`src/rtl/rng_pkg.sv`:
```
// Shared constants for the 32-bit Fibonacci LFSR random bit generator.
// Holds width, tap positions and the seed helpers.
package rng_pkg;

  localparam int LFSR_WIDTH = 32;

  localparam int TAP0 = 31;
  localparam int TAP1 = 21;
  localparam int TAP2 = 1;
  localparam int TAP3 = 0;

  localparam logic [LFSR_WIDTH-1:0] DEFAULT_SEED = 32'h0000_0001;
  localparam logic [LFSR_WIDTH-1:0] LOCKUP_SEED  = 32'h0000_0001;

  // All-zero is the LFSR's dead state, so never load it.
  function automatic logic [LFSR_WIDTH-1:0] seed_fix(
    input logic [LFSR_WIDTH-1:0] s
  );
    return (s == '0) ? LOCKUP_SEED : s;
  endfunction

endpackage

```
`src/rtl/lfsr32_step.sv`:
```
// One combinational step of the x^32+x^22+x^2+x+1 Fibonacci LFSR.
// An all-zero state reloads the lock-up seed instead of shifting.
module lfsr32_step
  import rng_pkg::*;
(
  input  logic [LFSR_WIDTH-1:0] i_s,
  output logic [LFSR_WIDTH-1:0] o_next,
  output logic                  o_fb
);

  logic w_fb;
  logic w_zero;

  assign w_fb   = i_s[TAP0] ^ i_s[TAP1]
                ^ i_s[TAP2] ^ i_s[TAP3];
  assign w_zero = (i_s == '0);
  assign o_fb   = w_fb;
  assign o_next = w_zero ? LOCKUP_SEED
                : {i_s[LFSR_WIDTH-2:0], w_fb};

endmodule

```
`src/rtl/rng_lfsr.sv`:
```
// Random bit generator: one LFSR bit per accepted start, done one cycle later.
// Registers and control only; the step logic lives in lfsr32_step.
module rng_lfsr
  import rng_pkg::*;
#(
  parameter int          WIDTH = 32,
  parameter logic [31:0] SEED  = 32'h0000_0001
) (
  input  logic clk,
  input  logic reset_n,
  input  logic start,
  output logic result,
  output logic done
);

  localparam logic [LFSR_WIDTH-1:0] SEED_FIX = seed_fix(SEED);

  logic [WIDTH-1:0]      r_s;
  logic                  r_result;
  logic                  r_done;
  logic [LFSR_WIDTH-1:0] w_next;
  logic                  w_fb;

  lfsr32_step u_step (
    .i_s    (r_s),
    .o_next (w_next),
    .o_fb   (w_fb)
  );

  always_ff @(posedge clk) begin
    if (!reset_n) begin
      r_s      <= SEED_FIX;
      r_result <= 1'b0;
      r_done   <= 1'b0;
    end else if (start) begin
      r_s      <= w_next;
      r_result <= w_fb;
      r_done   <= 1'b1;
    end else begin
      r_done   <= 1'b0;
    end
  end

  assign result = r_result;
  assign done   = r_done;

endmodule

```
`config.mk`:
```
export PLATFORM = sky130hd
export DESIGN_NAME = rng_lfsr
export DESIGN_NICKNAME = d
export VERILOG_FILES = /design/src/rtl/rng_pkg.sv /design/src/rtl/lfsr32_step.sv /design/src/rtl/rng_lfsr.sv
export SDC_FILE = /design/constraint.sdc
export NUM_CORES = 1
export LEC_CHECK = 0
export BUFFER_PORTS_ARGS = -buffer_cell sky130_fd_sc_hd__buf_4
export CAP_MARGIN = 20
export CORE_UTILIZATION = 57
export CTS_BUF_LIST = sky130_fd_sc_hd__clkbuf_8
export DETAILED_ROUTE_END_ITERATION = 8
export GPL_ROUTABILITY_DRIVEN = 0
export PLACE_DENSITY = 0.79
export SKIP_LAST_GASP = 1
export SYNTH_ARGS = -nofsm -noshare
export SYNTH_HDL_FRONTEND = slang
export SYNTH_HIERARCHICAL = 1
export SYNTH_SLANG_ARGS = --single-unit
```
`constraint.sdc`:
```
create_clock -name clk -period 1.4 [get_ports clk]
set_input_delay 0.28 -clock clk [delete_from_list [all_inputs] [get_ports clk]]
set_output_delay 0.28 -clock clk [all_outputs]
set_load 0.005 [all_outputs]
```
After elaboration in Yosys (flattened, before gate mapping)
Cells that the tools add are included.
{"block": "classes", "muxes": 2, "n_bitwise": 3, "n_reduce_logical": 1}
{"cell": "$logic_not 32->1", "n": 1}
{"cell": "$mux 32", "n": 1}
{"cell": "$xor 1x1->1", "n": 3}
{"cell": "$mux 1", "n": 1}
{"block": "word_totals", "register_bits": 34, "input_bits": 3, "out_inout_bits": 2, "elab_cells": 9}

Depth between registers and ports, before layout
{"block": "depth", "word_depth": 4, "mapped_depth": 5, "ltp_nobuf": 5}

Modules after synthesis
The synthesis kept the hierarchy.
{"module": "rng_lfsr", "n_inst": 1, "cells_per_inst": 108, "area_each_um2": 1303.8, "seq_area_each_um2": 680.7}
{"module": "lfsr32_step", "n_inst": 1, "cells_per_inst": 45, "area_each_um2": 214.0, "seq_area_each_um2": 0.0}

Worst setup path after synthesis
OpenSTA, ideal clock, no wires.
{"block": "synth_timing", "kind": "register to register", "start": "register r_s[21]", "end": "register r_s[0]", "setup_ps": 124, "arrival_ps": 929, "t_required_ps": 1276, "path_slack_ps": 347, "path_stages_with_launch": 6, "path_buffers": 0, "period_less_slack_ps": 1053, "path_cell_list": "dfxtp_1 > xor2_1 > xnor2_1 > o21bai_1 > mux2i_1 > nand2_1"}
{"block": "synth_between", "elab_chain_len": 4, "word_cells_on_any_way": 5, "classes_between": "mux: 1; bitwise: 3; reduce/logical: 1"}
{"element": "from (decl)", "line": "rng_lfsr.sv:18", "source": "logic [WIDTH-1:0] r_s;"}
{"element": "from (signal assigned)", "line": "rng_lfsr.sv:36", "source": "r_s <= w_next;"}
{"element": "$xor 1x1->1", "line": "lfsr32_step.sv:14", "source": "assign w_fb = i_s[TAP0] ^ i_s[TAP1]"}
{"element": "$xor 1x1->1 (2 in series)", "line": "lfsr32_step.sv:15", "source": "^ i_s[TAP2] ^ i_s[TAP3];"}
{"element": "via w_fb", "line": "rng_lfsr.sv:22", "source": "logic w_fb;"}
{"element": "$mux 32", "line": "lfsr32_step.sv:18", "source": "assign o_next = w_zero ? LOCKUP_SEED"}
{"element": "via w_next[0]", "line": "rng_lfsr.sv:21", "source": "logic [LFSR_WIDTH-1:0] w_next;"}
The timed path passes the listed nets, and every way through them passes these cells.
A chain may end at the register's enable or synchronous reset.

Worst setup path in the final report
Same ends and word-level chain as after synthesis.

==> results by group <==
Outcome
  – Status: finished, final reports clean

Min path
  – Hold EP: r_s[0]
  – Hold Crit Start: reset_n
  – WHS Path Cells: 2
  – HP Class: in -> reg

Synth
  – Sequential share of the synthesized area: 44.8%
  – Net Count, Synth: 156
  – Yosys cell types: 14
  – Yosys warning count: 6
  – Mapped Cells: 153
  – Mean Syn Cell Area: 9.92 um^2
  – Mapped cell area: 1520 um^2
  – Synth Register Bits: 34

Worst setup path
  – WP data arrival: 1.42 ns
  – Worst Reg-to-Reg Cells: 5
  – Worst path top cell family by delay: flip-flops
  – R2R setup slack: 0.14 ns
  – Kind of critical path: reg -> reg
  – Worst r2r dst: r_s[0]
  – Worst Setup Start Kind: flip-flop
  – CP Capture Type: flip-flop
  – CP Buf/Inv Count: 0
  – Crit-path slowest cell: dfxtp_1
  – Reg2Reg Launch Point: r_s[21]
  – Worst path cell trace: xor2_2, xnor2_1, o21bai_1, mux2i_1, nand2_1
  – CP max stage delay: 0.41 ns
  – Levels on crit path: 5
  – CP max FO: 4
  – CP Data Required Time: 1.56 ns

Placed design
  – Post-DP HPWL: 1440 um
  – PortBufs: 4

Floorplanning
  – Die Wd: 53.6 um
  – Starting Density: 60.7%
  – DIE HEIGHT: 53.6 um
  – # rows: 18
  – CORE AREA: 2500 um^2
  – # IOs: 5
  – DIE AREA: 2870 um^2

Detailed routing
  – DRT Pass-1 Iters: 4
  – DRT Wirelength: 2210 um
  – Iter 0 DRT Violations: 4
  – Number of remaining DRC errors: 0
  – Routed length per placed instance: 14.2 um
  – Via density: 5.39
  – Via count: 841
  – Final ANT Viol Nets: 0

Layout
  – Layout cell share with drive strength beyond 1: 9.52%
  – N_diodes: 0
  – Reg area: 681 um^2
  – Fillers: 210
  – Area occupied by multi-input gates: 644 um^2
  – Area delta synth->final: -1.48%
  – Layout Nets: 130
  – Fin util: 59.8%

CTS
  – Total CTS buffers: 5
  – Hold buffer count at cts: 0
  – Cts repair resizes: 0
  – Clock Latency Late Sink: 0.28 ns
  – Sinks on Clock Net: 34
  – CTS max path bufs: 2
  – Root Driver: clkbuf_8
  – Post-CTS Setup Inserts: 0
  – H-tree lvl count: 2
  – Clock transition at path regs: 0.06 ns
  – CTS tree: built

STA
  – Tcrit/Tclk final: 90.0%
  – Tmin final: 1.26 ns
  – Clock Skews: 0.00690 ns
  – RSZ-0062 raised after global routing: false
  – Slew margin rel.: 76.5%
  – TNS Setup: 0 ns
  – Fin. max-slew vios: 0
  – Fin. Hold Viols: 0
  – Worst Tran Pin Value: 0.350 ns
  – Peak Freq: 0.794 GHz
  – Final Setup Violations: 0

Global routing
  – First-pass GRT wire length: 3790 um
  – Largest net degree at the start of global routing: 35
  – Initial antenna violation count: 0
  – Vias in the first global route: 826
  – Grt ovf: 0
  – Aggregate global-route resource usage: 19.6%

Power and ir drop
  – Static Leak: 0.604 nW
  – PwrDens: 1210 nW/um^2
  – Peak VDD IR: 0.762 mV

Run
  – Max Cap Viol: 0
logic make-up (layout without fill, tap and decap cells):
group | count (synthesis) | count (layout) | synth area share [%]
AO/OA/AOI/OAI | 1 | 1 | 0.495
XOR/XNOR | 3 | 3 | 1.73
multiplexers | 33 | 33 | 21.8
buffers and inverters | 38 | 11 | 13.2
AND/OR/NAND/NOR | 44 | 44 | 18.0
flip-flops | 34 | 34 | 44.8
worst max path at each step:
stage                     startpoint      to  slack, ns
after global placement       r_s[21]  r_s[0]       0.25
after global routing         r_s[27]  r_s[0]      0.009
after floorplan              r_s[21]  r_s[0]       0.35
final                        r_s[21]  r_s[0]       0.14
after CTS                    r_s[21]  r_s[0]       0.13
after detailed placement     r_s[21]  r_s[0]       0.22
cell type report:
cell class,instances,area share [%]
clock buffer,6,5.52
timing repair buffer,5,3.35
multi-input combinational,81,43.1
tap,30,2.51
sequential,34,45.5
through the flow:
| stage | instances | hold WS, ns | setup WS, ns | total power [W] | cell area, um^2 |
|---|---|---|---|---|---|
| 2_1_floorplan | 153 | 0.408 | 0.347 | 0.00113 | 1520 |
| 3_3_place_gp | 150 | 0.502 | 0.246 | 0.00113 | 1410 |
| 3_5_place_dp | 150 | 0.536 | 0.215 | 0.00113 | 1410 |
| 4_1_cts | 156 | 0.308 | 0.133 | 0.00183 | 1490 |
| 5_1_grt | 156 | 0.324 | 0.00883 | 0.00188 | 1500 |
| 6_report | 156 | 0.314 | 0.140 | 0.00181 | 1500 |
synth_stat cells:
cell type  count  area, um^2
and2_1         1        6.26
buf_12         3        60.1
buf_2          1        5.00
buf_6          1        11.3
clkbuf_1      33         124
dfxtp_1       34         681
mux2i_1       33         330
nand2_1        1        3.75
nand4_1        2        12.5
nor2b_1       32         200
nor4_1         8        50.1
o21bai_1       1        7.51
xnor2_1        2        17.5
xor2_1         1        8.76
registers in the layout (all words and copies together) (netlist names):
register / count
result: 1
done: 1
r_s: 32
worst register-to-register path: stages (launching register included):
cell	delay (ns)
dfxtp_1	0.41
xor2_2	0.16
xnor2_1	0.12
o21bai_1	0.17
mux2i_1	0.20
nand2_1	0.08
where the power goes:
group	internal, W	leakage [nW]	switching, W	total (W)
Sequential	0.000981	0.275	0.0000112	0.000992
Clock	0.000378	0.0431	0.000314	0.000692
Combinational	0.0000662	0.286	0.0000563	0.000122
layout by cell type (no fill, tap or decap), drive strengths merged, types with 2 or more instances in the layout:
master / n
buf: 5
clkbuf: 6
dfxtp: 34
nor2b: 32
nor4: 8
xnor2: 2
nand4: 2
mux2i: 33
per-layer routing:
layer | global-route usage [%] | wire length [um]
met3 | 8.76 | 108
met2 | 29.2 | 975
met4 | 13.6 | 78
met5 | 0 | 0
met1 | 22.2 | 1050
Power figures use the tool's default switching activity.
